$ cat config.mk
export PLATFORM = sky130hd
export DESIGN_NAME = seq_det_param
export DESIGN_NICKNAME = d
export VERILOG_FILES = /design/src/rtl/seq_det_param.sv
export SDC_FILE = /design/constraint.sdc
export NUM_CORES = 1
export LEC_CHECK = 0
export ABC_AREA = 1
export CORE_MARGIN = 2
export CORE_UTILIZATION = 40
export DETAILED_ROUTE_END_ITERATION = 12
export PLACE_DENSITY = 0.82
export SKIP_CTS_REPAIR_TIMING = 1
export SLEW_MARGIN = 20
export SYNTH_ARGS = -nofsm -noshare
export SYNTH_HDL_FRONTEND = slang
export SYNTH_SLANG_ARGS = --single-unit
$ cat constraint.sdc
create_clock -name clk -period 1.9 [get_ports clk]
set_clock_uncertainty 0.2 [all_clocks]
set_input_delay 0.38 -clock clk [delete_from_list [all_inputs] [get_ports clk]]
set_output_delay 0.38 -clock clk [all_outputs]
set_load 0.01 [all_outputs]
$ cat src/rtl/seq_det_param.sv
// -----------------------------------------------------------------------------
// seq_det_param
//   Parametrised serial pattern detector. Accepted bits (under en) are shifted
//   into a short history and compared, together with the current bit, against
//   a run-time loadable pattern. Supports overlapping and non-overlapping
//   detection, a Mealy match and its registered copy.
//
//   Optional feature: define SEQ_DET_HITCNT_EN to build the saturating hit
//   counter. Without it hit_cnt and cnt_sat are tied to 0.
//
// Parameters
//   PAT_W    pattern length in bits (2..16)
//   PATTERN  pattern after reset, MSB is the oldest bit
//   CNT_W    hit counter width (2..16)
//
// Ports
//   clk      clock, rising edge
//   res      asynchronous active-high reset
//   en       accept x this cycle
//   x        serial data bit
//   ovl      1 = overlapping matches, 0 = non-overlapping
//   ld       load pat_in as the new pattern and restart detection
//   pat_in   new pattern, MSB is the oldest bit
//   match_m  Mealy match (combinational from registers and x/en/ld)
//   match_r  match_m registered one cycle
//   state    00 EMPTY, 01 FILL, 10 ARMED
//   hit_cnt  saturating hit count
//   cnt_sat  hit_cnt is all ones
// -----------------------------------------------------------------------------
module seq_det_param #(
  parameter int               PAT_W   = 4,
  parameter logic [PAT_W-1:0] PATTERN = 4'b1011,
  parameter int               CNT_W   = 8
) (
  input  logic             clk,
  input  logic             res,
  input  logic             en,
  input  logic             x,
  input  logic             ovl,
  input  logic             ld,
  input  logic [PAT_W-1:0] pat_in,
  output logic             match_m,
  output logic             match_r,
  output logic [1:0]       state,
  output logic [CNT_W-1:0] hit_cnt,
  output logic             cnt_sat
);

  typedef enum logic [1:0] {
    EMPTY = 2'b00,
    FILL  = 2'b01,
    ARMED = 2'b10
  } state_t;

  localparam int             FW   = $clog2(PAT_W);
  localparam logic [FW-1:0]  FULL = FW'(PAT_W - 1);

  logic [PAT_W-1:0] pat, pat_nxt;
  logic [PAT_W-2:0] hist, hist_nxt;   // bit 0 is the newest accepted bit
  logic [FW-1:0]    fcnt, fcnt_nxt;   // accepted bits since restart, saturates at FULL
  logic [PAT_W-1:0] cand;
  logic             armed;
  state_t           state_q;

  function automatic state_t decode(input logic [FW-1:0] f);
    if (f == '0)        return EMPTY;
    else if (f == FULL) return ARMED;
    else                return FILL;
  endfunction

  assign cand    = {hist, x};
  assign armed   = (fcnt == FULL);
  // ld wins over en, so a bit presented together with a load never matches.
  assign match_m = en & ~ld & armed & (cand == pat);
  assign state   = state_q;

  always_comb begin
    // NOTE: every signal gets a default before the branches so no path can
    // leave it unassigned and infer a latch.
    pat_nxt  = pat;
    hist_nxt = hist;
    fcnt_nxt = fcnt;
    if (ld) begin
      pat_nxt  = pat_in;
      hist_nxt = '0;
      fcnt_nxt = '0;
    end else if (en) begin
      if (match_m && !ovl) begin
        // Non-overlapping: the matched bits are consumed, start over.
        hist_nxt = '0;
        fcnt_nxt = '0;
      end else begin
        hist_nxt = cand[PAT_W-2:0];
        if (!armed) fcnt_nxt = fcnt + 1'b1;
      end
    end
  end

  always_ff @(posedge clk or posedge res) begin
    if (res) begin
      pat     <= PATTERN;
      hist    <= '0;
      fcnt    <= '0;
      state_q <= EMPTY;
      match_r <= 1'b0;
    end else begin
      // NOTE: non-blocking assignments so every register samples the values
      // from before this edge, independent of statement order.
      pat     <= pat_nxt;
      hist    <= hist_nxt;
      fcnt    <= fcnt_nxt;
      state_q <= decode(fcnt_nxt);
      match_r <= match_m;
    end
  end

`ifdef SEQ_DET_HITCNT_EN
  logic [CNT_W-1:0] cnt_q;

  always_ff @(posedge clk or posedge res) begin
    if (res) begin
      cnt_q <= '0;
    end else if (ld) begin
      cnt_q <= '0;
    end else if (match_m && !(&cnt_q)) begin
      cnt_q <= cnt_q + 1'b1;
    end
  end

  assign hit_cnt = cnt_q;
  assign cnt_sat = &cnt_q;
`else
  assign hit_cnt = '0;
  assign cnt_sat = 1'b0;
`endif

endmodule

==> flow_metrics.py <==
metrics = {
    "cells_and_area": {
        "finalNetCount": 121,
        "fin_area_um2": 905,
        "mostFrequentLayoutCells": "26 x nand2_1, 12 x clkdlybuf4s50_1, 12 x buf_4",
        "final_common_cell": "nand2_1",
        "diodes": 0,
        "drive_gt1_share_pct": 26.6,
        "final_util_pct": 58.7,
        "area_growth_pct": 33.6,
    },
    "critical_path": {
        "cp.required_ns": 1.32,
        "arrival_ns": 1.42,
        "end_kind": "output port",
        "path_cells": "inv_2 -> nand2_1 -> o21ai_1 -> nor2_1 -> nand3_1 -> inv_1 -> buf_2",
        "max_stage_delay_ns": 0.54,
        "timing.rr.end": "state[0]",
        "crit_type": "reg2out",
        "cp_top_family": "flip-flops",
        "crit_fanout": 2,
        "startpoint_type": "register",
        "slowest_stage": "dfstp_2",
        "r2r_slack_ns": 0.09,
        "critPathBufInv": 3,
        "timing.rr.start": "pat[0]",
        "reg2regPathDepth": 9,
    },
    "timing": {
        "fin_crit_ns": 2.00,
        "min_period_over_period_pct": 105,
        "final.setup.tns_ns": -0.101,
        "setup_ws_ns": -0.101,
        "max_freq_mhz": 500,
        "rsz0062_at_grt": "yes",
        "holdWs_ns": 0.207,
        "setup_violations": 1,
        "maxSlewViolCount": 0,
        "hold_viol": 0,
    },
    "drt": {
        "num_vias": 547,
        "first_pass_iters": 4,
        "drt_iter0_drc": 5,
        "wl_per_cell_um": 10.2,
        "vias_per_cell": 4.38,
        "ant_nets": 0,
        "wl_mm": 1.28,
        "drc_errors": 0,
    },
    "power": {
        "p_leak_nw": 0.477,
        "p_per_area_nw_per_um2": 680,
        "p_total_mw": 0.615,
        "peakVddDrop_mv": 0.436,
    },
    "min_path": {
        "hold_path.class": "in2async",
    },
    "global_routing": {
        "overflow": 0,
        "first_global_vias": 491,
        "grt_busiest_layer": "met2",
        "grt_pass1_wl_mm": 1.93,
        "use_met2_pct": 23.1,
        "met3_usage_pct": 3.60,
        "antenna_found_initial": 0,
        "grtUsageTotal_pct": 13.8,
        "grt_max_degree": 13,
        "grt_util_met1_pct": 15.2,
    },
    "clock_tree": {
        "path_clk_slew_ns": 0.08,
        "htree_levels": 1,
        "clockBufferDepth": 2,
        "root_buffer": "clkbuf_4",
        "cts_sinks": 12,
        "clk_latency_ns": 0.27,
        "cts_tree": "yes",
        "cts_made_buffers": 3,
    },
    "status": {
        "violations": "setup timing",
        "status": "finished, violations left",
    },
    "placement": {
        "routabilityCongestion": 0.833,
        "port-buffer-count": 13,
        "hpwl_um": 952,
        "dpl-instance-area_um2": 868,
    },
    "logic_synthesis": {
        "yosysWarnings": 0,
        "netlist_area_um2": 677,
        "ys_seq_area_share_pct": 44.9,
        "synth_seq_cells": 12,
        "ys_top_cells_by_area": "dfrtp_1 33%, nand2_1 16%, dfstp_2 12%",
        "postSynthCellCount": 82,
        "yosysTopAreaCellShare_pct": 33.3,
        "synth_top_cell_by_area": "dfrtp_1",
        "avgSynthCellArea_um2": 8.25,
        "yosysUniqueCellTypes": 18,
    },
    "die": {
        "core_um2": 1540,
        "die_w_um": 45.1,
        "initial_utilization_pct": 43.9,
        "die-area_um2": 2040,
        "die_y_um": 45.1,
        "fp-row-count": 14,
        "pin_count": 23,
    },
    "run": {
        "drv_cap": 0,
    },
}
## flip-flops by register name, indices dropped and copies added, names as in the netlist
signal and count:
state 2, hist 3, fcnt 2, pat 4, match_r 1
## worst register-to-register path, cell delays in order, from the launching register on
cell and delay, ns:
dfstp_2 0.54, inv_2 0.04, nand2_1 0.05, o21ai_1 0.07, nor2_1 0.17, buf_4 0.15, nand4_4 0.08, nand2_1 0.09
nand2_2 0.06, ha_1 0.28
## worst max-delay path by stage
stage | cells after the start | endpoint | start | slack [ns]
finish | 7 | match_m | pat[0] | -0.10
global route | 7 | match_m | pat[0] | -0.19
CTS | 7 | match_m | pat[0] | -0.54
detailed placement | 7 | match_m | ld | -0.50
global placement | 7 | match_m | ld | -0.49
floorplan | 7 | state[0] | pat[0] | 0.21
## per-layer routing
| metal | wire length, µm | vias up |
|---|---|---|
| met2 | 684 | 14 |
| met1 | 536 | 250 |
| li1 | - | 281 |
| met4 | 10 | 0 |
| met3 | 47 | 2 |
| met5 | 0 | - |
## final cells by class
type	instances	area (µm²)
fill	139	637
sequential	12	304
multi-input combinational	56	279
timing repair buffer	25	215
inverter	12	50.0
clock buffer	4	36.3
tap	16	20.0
## per-stage QoR
stage,worst slack (ns),cells
global route,-0.194,125
CTS,-0.542,125
global placement,-0.491,121
finish,-0.101,125
detailed placement,-0.500,121
floorplan,0.213,90
## Yosys cell counts (all sizes together)
cell type  number
dfrtp           9
nand3           2
inv            12
a21oi           1
nand4           1
buf            10
o21ai           5
nand2          28
and2            1
ha              1
conb            1
dfstp           3
nor2            8
## power breakdown
group	total (mW)	internal (mW)	switching, mW
registers	0.287	0.277	0.0104
clock network	0.206	0.117	0.0896
logic	0.122	0.0591	0.0624
total	0.615	0.452	0.162
## kinds of logic after synthesis
logic type / count (synthesis) / share of synthesized area (%)
other: 1 / 0.554
DFF: 12 / 44.9
adders and majority gates: 1 / 1.85
AOI/OAI and AO/OA: 6 / 4.43
buffers and inverters: 22 / 19.0
and+or+nand+nor: 40 / 29.2
No activity file was read; power rests on OpenSTA's default activity.
